**src/rtl/aes_block_packer_pkg.sv**
```systemverilog
// Shared AES constants, packer state encoding, control bundle and the tail byte-enable helper.
package aes_package;

  localparam int unsigned AES_BLOCK_BYTES     = 16;
  localparam int unsigned AES_WORDS_PER_BLOCK = 4;

  typedef enum logic [1:0] {
    PK_IDLE,
    PK_FILL,
    PK_OUTPUT,
    PK_DONE
  } aes_packer_state_t;

  typedef struct packed {
    logic        clear;
    logic        enable;
    logic        start;
    logic [31:0] data_size;
  } ctrl_packer_t;

  // A zero tail count means the final word is complete, so every byte stays enabled.
  function automatic logic [3:0] aes_tail_mask(input logic [1:0] tail_bytes);
    logic [3:0] mask;
    unique case (tail_bytes)
      2'd1:    mask = 4'b0001;
      2'd2:    mask = 4'b0011;
      2'd3:    mask = 4'b0111;
      default: mask = 4'b1111;
    endcase
    return mask;
  endfunction

endpackage

```
**src/rtl/aes_block_packer.sv**
```systemverilog
// Packs 32-bit stream words into 128-bit AES blocks and zero-pads the final block of each job.
module aes_block_packer
  import aes_package::*;
#(
  parameter int unsigned WORD_W  = 32,
  parameter int unsigned BLOCK_W = 128
) (
  input  logic               clk_i,
  input  logic               rst_ni,
  input  logic               clear_i,
  input  logic               enable_i,
  input  logic               start_i,
  input  logic [31:0]        data_size_i,
  input  logic [WORD_W-1:0]  in_data_i,
  input  logic               in_valid_i,
  output logic               in_ready_o,
  output logic [BLOCK_W-1:0] block_o,
  output logic               block_valid_o,
  input  logic               block_ready_i,
  output logic               block_last_o,
  output logic               busy_o,
  output logic               done_o
);

  ctrl_packer_t       ctrl;
  aes_packer_state_t  state, next_state;
  logic [BLOCK_W-1:0] buffer;
  logic [1:0]         wcnt;
  logic [30:0]        words_left;
  logic [1:0]         tail_bytes;
  logic               accept;
  logic               handshake;
  logic [32:0]        size_round;
  logic [3:0]         byte_en;
  logic [WORD_W-1:0]  masked_word;

  assign ctrl = '{clear: clear_i, enable: enable_i, start: start_i, data_size: data_size_i};

  // Rounded up in 33 bits so a size near 2^32 cannot wrap before the divide by four.
  assign size_round = {1'b0, ctrl.data_size} + 33'd3;

  always_comb begin
    byte_en     = (words_left == 31'd1) ? aes_tail_mask(tail_bytes) : 4'hF;
    masked_word = in_data_i;
    for (int k = 0; k < 4; k++) begin
      if (!byte_en[k]) masked_word[8*k +: 8] = 8'h00;
    end
  end

  always_ff @(posedge clk_i or negedge rst_ni) begin
    if (!rst_ni) state <= PK_IDLE;
    else         state <= next_state;
  end

  always_comb begin
    next_state = state;
    accept     = 1'b0;
    handshake  = 1'b0;
    unique case (state)
      PK_IDLE: begin
        if (ctrl.start) next_state = (ctrl.data_size == 32'd0) ? PK_DONE : PK_FILL;
      end
      PK_FILL: begin
        if (in_valid_i) begin
          accept = 1'b1;
          if (wcnt == 2'(AES_WORDS_PER_BLOCK - 1) || words_left == 31'd1) next_state = PK_OUTPUT;
        end
      end
      PK_OUTPUT: begin
        if (block_ready_i) begin
          handshake  = 1'b1;
          next_state = (words_left == 31'd0) ? PK_DONE : PK_FILL;
        end
      end
      PK_DONE: next_state = PK_IDLE;
      default: next_state = PK_IDLE;
    endcase
    // A low enable freezes everything, but a clear still aborts the job.
    if (!ctrl.enable) begin
      next_state = state;
      accept     = 1'b0;
      handshake  = 1'b0;
    end
    if (ctrl.clear) begin
      next_state = PK_IDLE;
      accept     = 1'b0;
      handshake  = 1'b0;
    end
  end

  always_ff @(posedge clk_i or negedge rst_ni) begin
    if (!rst_ni) begin
      buffer     <= '0;
      wcnt       <= '0;
      words_left <= '0;
      tail_bytes <= '0;
    end else if (ctrl.clear) begin
      buffer     <= '0;
      wcnt       <= '0;
      words_left <= '0;
      tail_bytes <= '0;
    end else if (ctrl.enable) begin
      if (state == PK_IDLE && ctrl.start) begin
        words_left <= size_round[32:2];
        tail_bytes <= ctrl.data_size[1:0];
      end
      if (accept) begin
        for (int i = 0; i < AES_WORDS_PER_BLOCK; i++) begin
          if (wcnt == 2'(i)) buffer[BLOCK_W-1-WORD_W*i -: WORD_W] <= masked_word;
        end
        wcnt       <= wcnt + 2'd1;
        words_left <= words_left - 31'd1;
      end
      if (handshake) begin
        buffer <= '0;
        wcnt   <= '0;
      end
    end
  end

  assign in_ready_o    = ctrl.enable && (state == PK_FILL);
  assign block_valid_o = (state == PK_OUTPUT);
  assign block_last_o  = (state == PK_OUTPUT) && (words_left == 31'd0);
  assign block_o       = buffer;
  assign busy_o        = (state != PK_IDLE);
  assign done_o        = ctrl.enable && (state == PK_DONE);

endmodule

```
**config.mk**
```make
export PLATFORM = sky130hd
export DESIGN_NAME = aes_block_packer
export DESIGN_NICKNAME = d
export VERILOG_FILES = /design/src/rtl/aes_block_packer_pkg.sv /design/src/rtl/aes_block_packer.sv
export SDC_FILE = /design/constraint.sdc
export NUM_CORES = 1
export LEC_CHECK = 0
export ABC_CLOCK_PERIOD_IN_PS = 3000
export BUFFER_PORTS_ARGS = -buffer_cell sky130_fd_sc_hd__buf_4
export CAP_MARGIN = 15
export CELL_PAD_IN_SITES_DETAIL_PLACEMENT = 0
export CELL_PAD_IN_SITES_GLOBAL_PLACEMENT = 1
export CORE_ASPECT_RATIO = 1.1
export CORE_MARGIN = 2
export CORE_UTILIZATION = 23
export CTS_CLUSTER_DIAMETER = 150
export CTS_CLUSTER_SIZE = 10
export DETAILED_ROUTE_END_ITERATION = 6
export GPL_TIMING_DRIVEN = 0
export HOLD_SLACK_MARGIN = 0.06
export PLACE_DENSITY = 0.58
export SLEW_MARGIN = 20
export SYNTH_ARGS = -nofsm -noshare
export SYNTH_HDL_FRONTEND = slang
export SYNTH_SLANG_ARGS = --single-unit
export TNS_END_PERCENT = 1
```
**constraint.sdc**
```tcl
create_clock -name clk_i -period 3 [get_ports clk_i]
set_input_delay 0.15 -clock clk_i [delete_from_list [all_inputs] [get_ports clk_i]]
set_output_delay 0.15 -clock clk_i [all_outputs]
set_load 0.05 [all_outputs]
```
* After elaboration in Yosys (flattened, before gate mapping)
Index checks and enable logic that the tools add are counted. W data, S select, Z words.
Storage, ports and cells: register bits 165, output and inout bits 133, logic and storage cells 93
Operators by class: add/subtract/negate cells 3, eq/ne operators 14, multiplexer cells 42, reductions and logical operators 26
Operators with widths (number):
- $mux W128 | 4
- $mux W32 | 4
- $mux W31 | 4
- $add A32 B2 Y33 const B | 1
- $logic_not A32 Y1 | 1
- $mux W8 | 4
- $eq A31 B1 Y1 const B | 1
- $logic_not A31 Y1 | 1
- $sub A31 B1 Y31 const B | 1
- $mux W2 | 15
- $reduce_bool A3 Y1 | 6
- $eq A2 B2 Y1 const B | 6
- $pmux W4 S3 | 1
- $reduce_and A3 Y1 | 4
- $ne A3 B3 Y1 const B | 3
- $mux W1 | 8
- $pmux W2 S4 | 1
- $eq A2 B1 Y1 const B | 3
- $reduce_and A2 Y1 | 3
- $reduce_bool A2 Y1 | 3
- $reduce_and A5 Y1 | 1
- $logic_and A1 B1 Y1 | 4
- $logic_not A2 Y1 | 2
- $mux W4 | 1
- other kinds (3) | 3

* Depth between registers and ports, before layout
depth after elaboration 9, gate-level depth with buffers 10, mapped depth without buffers 8

* Least setup slack after synthesis
Ideal clock, no wire load.
kind register -> register, from register words_left[0], to register words_left[24], setup time 0.126 ns, data arrival time 2.590 ns, slack 0.284 ns, stages on the path, launching flop included 10, cell sequence dfrtp_1 > inv_1 > ha_1 > or4b_2 > clkbuf_1 > nor3b_1 > nand3_1 > nor3_1 > o21ai_0 > a221o_1
Between the ends: cells in the longest elaborated chain, start to end 4
RTL lines:
- start: declaration | RTL line aes_block_packer.sv:29 | logic [30:0] words_left;
- start signal: assignment | RTL line aes_block_packer.sv:104 | words_left <= size_round[32:2];
- start signal: assignment | RTL line aes_block_packer.sv:112 | words_left <= words_left - 31'd1;
- $sub A31 B1 Y31 | RTL line aes_block_packer.sv:112
- $mux W31 | RTL line aes_block_packer.sv:107 | if (accept) begin
- $mux W31 | RTL line aes_block_packer.sv:102 | end else if (ctrl.enable) begin
- $mux W31 | RTL line aes_block_packer.sv:97 | end else if (ctrl.clear) begin
Every way passes these cells. The select of a mux whose other input is x is not followed. A chain may end at the register's enable or synchronous reset.

* Final worst setup path
from register words_left[0], to register words_left[28]
Same word-level chain as after synthesis.

==> summary.md <==
| Metric | Value |
|---|---|
| Slew HR | `0.3688` |
| Antenna fix cells | `0` |
| Main flop type after synthesis | `dfrtp_1` |
| Cell area power density | `587.2 nW/um^2` |
| Post-Synth Simple-Gate Area | `0.1558` |
| Async set or reset register ratio after synthesis | `1.000` |
| Clock slew at reported path FFs | `0.07 ns` |
| Max-slew violations | `0` |
| Slowest cell on crit path | `or4b_2` |
| R2R Path End | `words_left[28]` |
| Fin crit share | `0.9615` |
| Chip height | `197.0 um` |
| Initial DRC Count | `429` |
| Die X | `179.5 um` |
| Critical path type | `reg2reg` |
| Met2 Usage GRT | `0.2790` |
| M1 GR Usage | `0.2220` |
| Post-place setup slack | `-0.5085 ns` |
| Port bufs | `202` |
| Max-capacitance violation count | `0` |
| Critical path's top delay family | `simple AND/OR/NAND/NOR gates` |
| Min cycle time layout | `2.884 ns` |
| Via Count | `7337` |
| Clk root buf | `clkbuf_16` |
| HPWL after detailed placement | `21720 um` |
| Dominant cell type by area after synthesis | `dfrtp_1` |
| Hold WC Path Type | `in2reg` |
| TritonCTS clock tree | `built` |
| Critical Path Fanout Max | `7` |
| Sequential fraction of the synthesis area | `0.5301` |
| Setup violations, final | `0` |
| Layout net count | `1088` |
| Most frequent cells in the layout | `203 x buf_4, 165 x dfrtp_1, 96 x a32o_1` |
| Yosys warnings | `0` |
| Reg2reg start | `words_left[0]` |
| Sequential power share | `0.395` |
| Drt wl/cell | `20.20 um` |
| Vias in the first global route | `7377` |
| Worst Path Required | `3.35 ns` |
| Number of library cell types mapped by synthesis | `60` |
| Placeable core area | `33280 um^2` |
| Post-Syn Nets | `829` |
| First-pass GRT wire length | `45400 um` |
| Cells after synthesis | `750` |
| Post-route DRC | `0` |
| Leak | `4.754 nW` |
| I/O Pins | `204` |
| Clk_skew | `0.01344 ns` |
| CTS Sinks | `165` |
| Overall power | `6.407 mW` |
| Synth Cell Area | `7789 um^2` |
| Rows | `70` |
| Fin area | `10910 um^2` |
| Worst Hold Launch | `data_size_i[1]` |
| Setup TNS Final | `0 ns` |
| Total Wirelength | `29370 um` |
| Placed cell area | `9908 um^2` |
| Total iterations of the first detailed-routing run | `5` |
| Compound-Gate Fraction of Synth Area | `0.2371` |
| Worst hold slack | `0.05497 ns` |
| FMAX | `346.7 MHz` |
| Crit-path cells | `inv_1, ha_4, or4b_2, buf_2, or4_1, clkbuf_2, or4_1, a31oi_1` |
| CTS max path bufs | `2` |
| R2R cell count | `8` |
| Share of power burned in combinational logic | `0.254` |
| Clock share of power | `0.351` |
| Met3 GRT Util | `0.02846` |
| Share of cells above drive strength 1 | `0.2544` |
| Worst setup EP type | `register` |
| Initial core utilization | `0.2340` |
| Max stage delay on crit path | `0.59 ns` |
| Post-route ant nets | `0` |
| P&R area growth vs syn | `40.10%` |
| R2R Setup Slk | `0.12 ns` |
| GP Congestion | `0.8131` |
| Worst skew pair latency | `0.44 ns` |
| Grt total ovfl | `0` |
| P_sw | `2.231 mW` |
| Final hold vios | `0` |
| Largest net degree at the start of global routing | `72` |
| Synth top area share | `0.5301` |
| Tightest Pin Transition | `0.9433 ns` |
| Hold EP | `tail_bytes[1]` |
| Synth Area in XOR/XNOR | `0.02924` |
| Status | `completed` |
| Hold Crit Depth | `3` |
| CP Launch Type | `register` |
| P_int | `4.176 mW` |
| #FFs+latches synth | `165` |
| Syn Area/Cell | `10.38 um^2` |
| GRT Overall Usage | `0.1660` |
| Arrival @ worst endpoint | `3.24 ns` |
| Cell mode on critical path | `or4_1` |
| Main combinational cell family by area after synthesis | `compound AO/OA/AOI/OAI gates` |
| Fill cells | `3506` |
| Number of enable flip-flop cells after synthesis | `0` |
| WP buf/inv | `3` |
| Initial antenna violation count | `0` |
| Sw Ratio | `0.3482` |
| Mux cell area share after synthesis | `0.004177` |
| Peak supply drop | `0.3951 mV` |
| Commonest non-fill, non-tap cell in the layout | `buf_4` |
| Busiest grt layer | `met2` |
| DIE AREA | `35350 um^2` |
| Synth area leaders | `dfrtp_1 53%, a32o_1 12%, nand2_1 4.1%` |
| DR vias/cell | `5.046` |
| CTS H-Tree Depth | `4` |
| Unrepaired setup endpoints after global routing | `true` |
| Synth Area in Adders | `0.01285` |
| CTS buffer count | `17` |
| Final WS setup | `0.1155 ns` |
## layer usage
layer,vias to the layer above,share of wire
met1,3668,0.46
li1,3419,-
met5,-,0
met2,227,0.48
met3,23,0.043
met4,0,0.014
## Yosys cell counts, drive strengths merged, types with 5 or more instances
cell type and n:
o211ai 6, nand2 85, xor2 11, a21o 5, and2 6, inv 12
or3 5, or4 9, nor4 15, nor3 26, xnor2 15, nand3 16
a211oi 5, a32o 96, clkbuf 49, o21ai 62, and3 7, nor2 40
and4 7, o31ai 7, dfrtp 165, ha 8, nand4 13, a21oi 26
a31oi 8
## cells by family (layout without fill, tap and decap cells)
family | Yosys count | in the layout
simple gates | 244 | 244
compound gates | 241 | 241
flops | 165 | 165
buf+inv | 63 | 335
xor+xnor | 26 | 26
fa+ha+maj | 8 | 8
mux | 3 | 3
## timing repair
action	4_1_cts	5_1_grt
hold buffers	34	0
buffers inserted	2	0
pin swaps	1	0
hold endpoints to repair	205	0
resized for setup	5	10
setup endpoints to repair	33	94
## worst max-delay path by stage
stage / from / endpoint / slack, ns / cells past startpoint
final: words_left[0] / words_left[28] / 0.12 / 8
after global routing: state[1] / block_o[68] / -0.08 / 9
after global placement: words_left[0] / words_left[24] / -0.53 / 9
after CTS: words_left[0] / block_last_o / 0.03 / 7
after floorplan: words_left[0] / words_left[24] / 0.28 / 9
after detailed placement: words_left[0] / words_left[24] / -0.51 / 9
## layout make-up
| cell class | count | area [um^2] | share of cell area |
|---|---|---|---|
| clock inverters | 14 | 166.4 | 0.01525 |
| plain buffers | 51 | 196.4 | 0.01800 |
| flip-flops and latches | 165 | 4129 | 0.3784 |
| inverters | 12 | 45.04 | 0.004128 |
| well taps | 432 | 540.5 | 0.04954 |
| clock buffers | 18 | 429.2 | 0.03933 |
| repair buffers | 240 | 1934 | 0.1773 |
| multi-input cells | 522 | 3471 | 0.3181 |
## tightest hold or removal path, cell delays in order
cell and delay [ns]:
buf_4 0.13, nand2_1 0.10, a21oi_1 0.07
## power by group through the flow
stage / Combinational (mW) / Sequential (mW) / Clock (mW)
after floorplan: 0.460 / 3.04 / 0
after global placement: 1.56 / 2.57 / 0
after detailed placement: 1.58 / 2.57 / 0
after CTS: 1.64 / 2.53 / 2.32
after global routing: 1.74 / 2.55 / 2.41
final: 1.63 / 2.53 / 2.25
## sequential cells by signal, indices dropped and copies added (netlist names)
name,flops
wcnt,2
words_left,31
block_o,128
state,2
tail_bytes,2
## stage by stage
stage,cells,utilization
after floorplan,750,-
after global placement,1384,0.2958
after detailed placement,1386,0.2977
after CTS,1454,0.3268
after global routing,1454,0.3279
final,1454,0.3279
(Power assumes the default switching activity.)
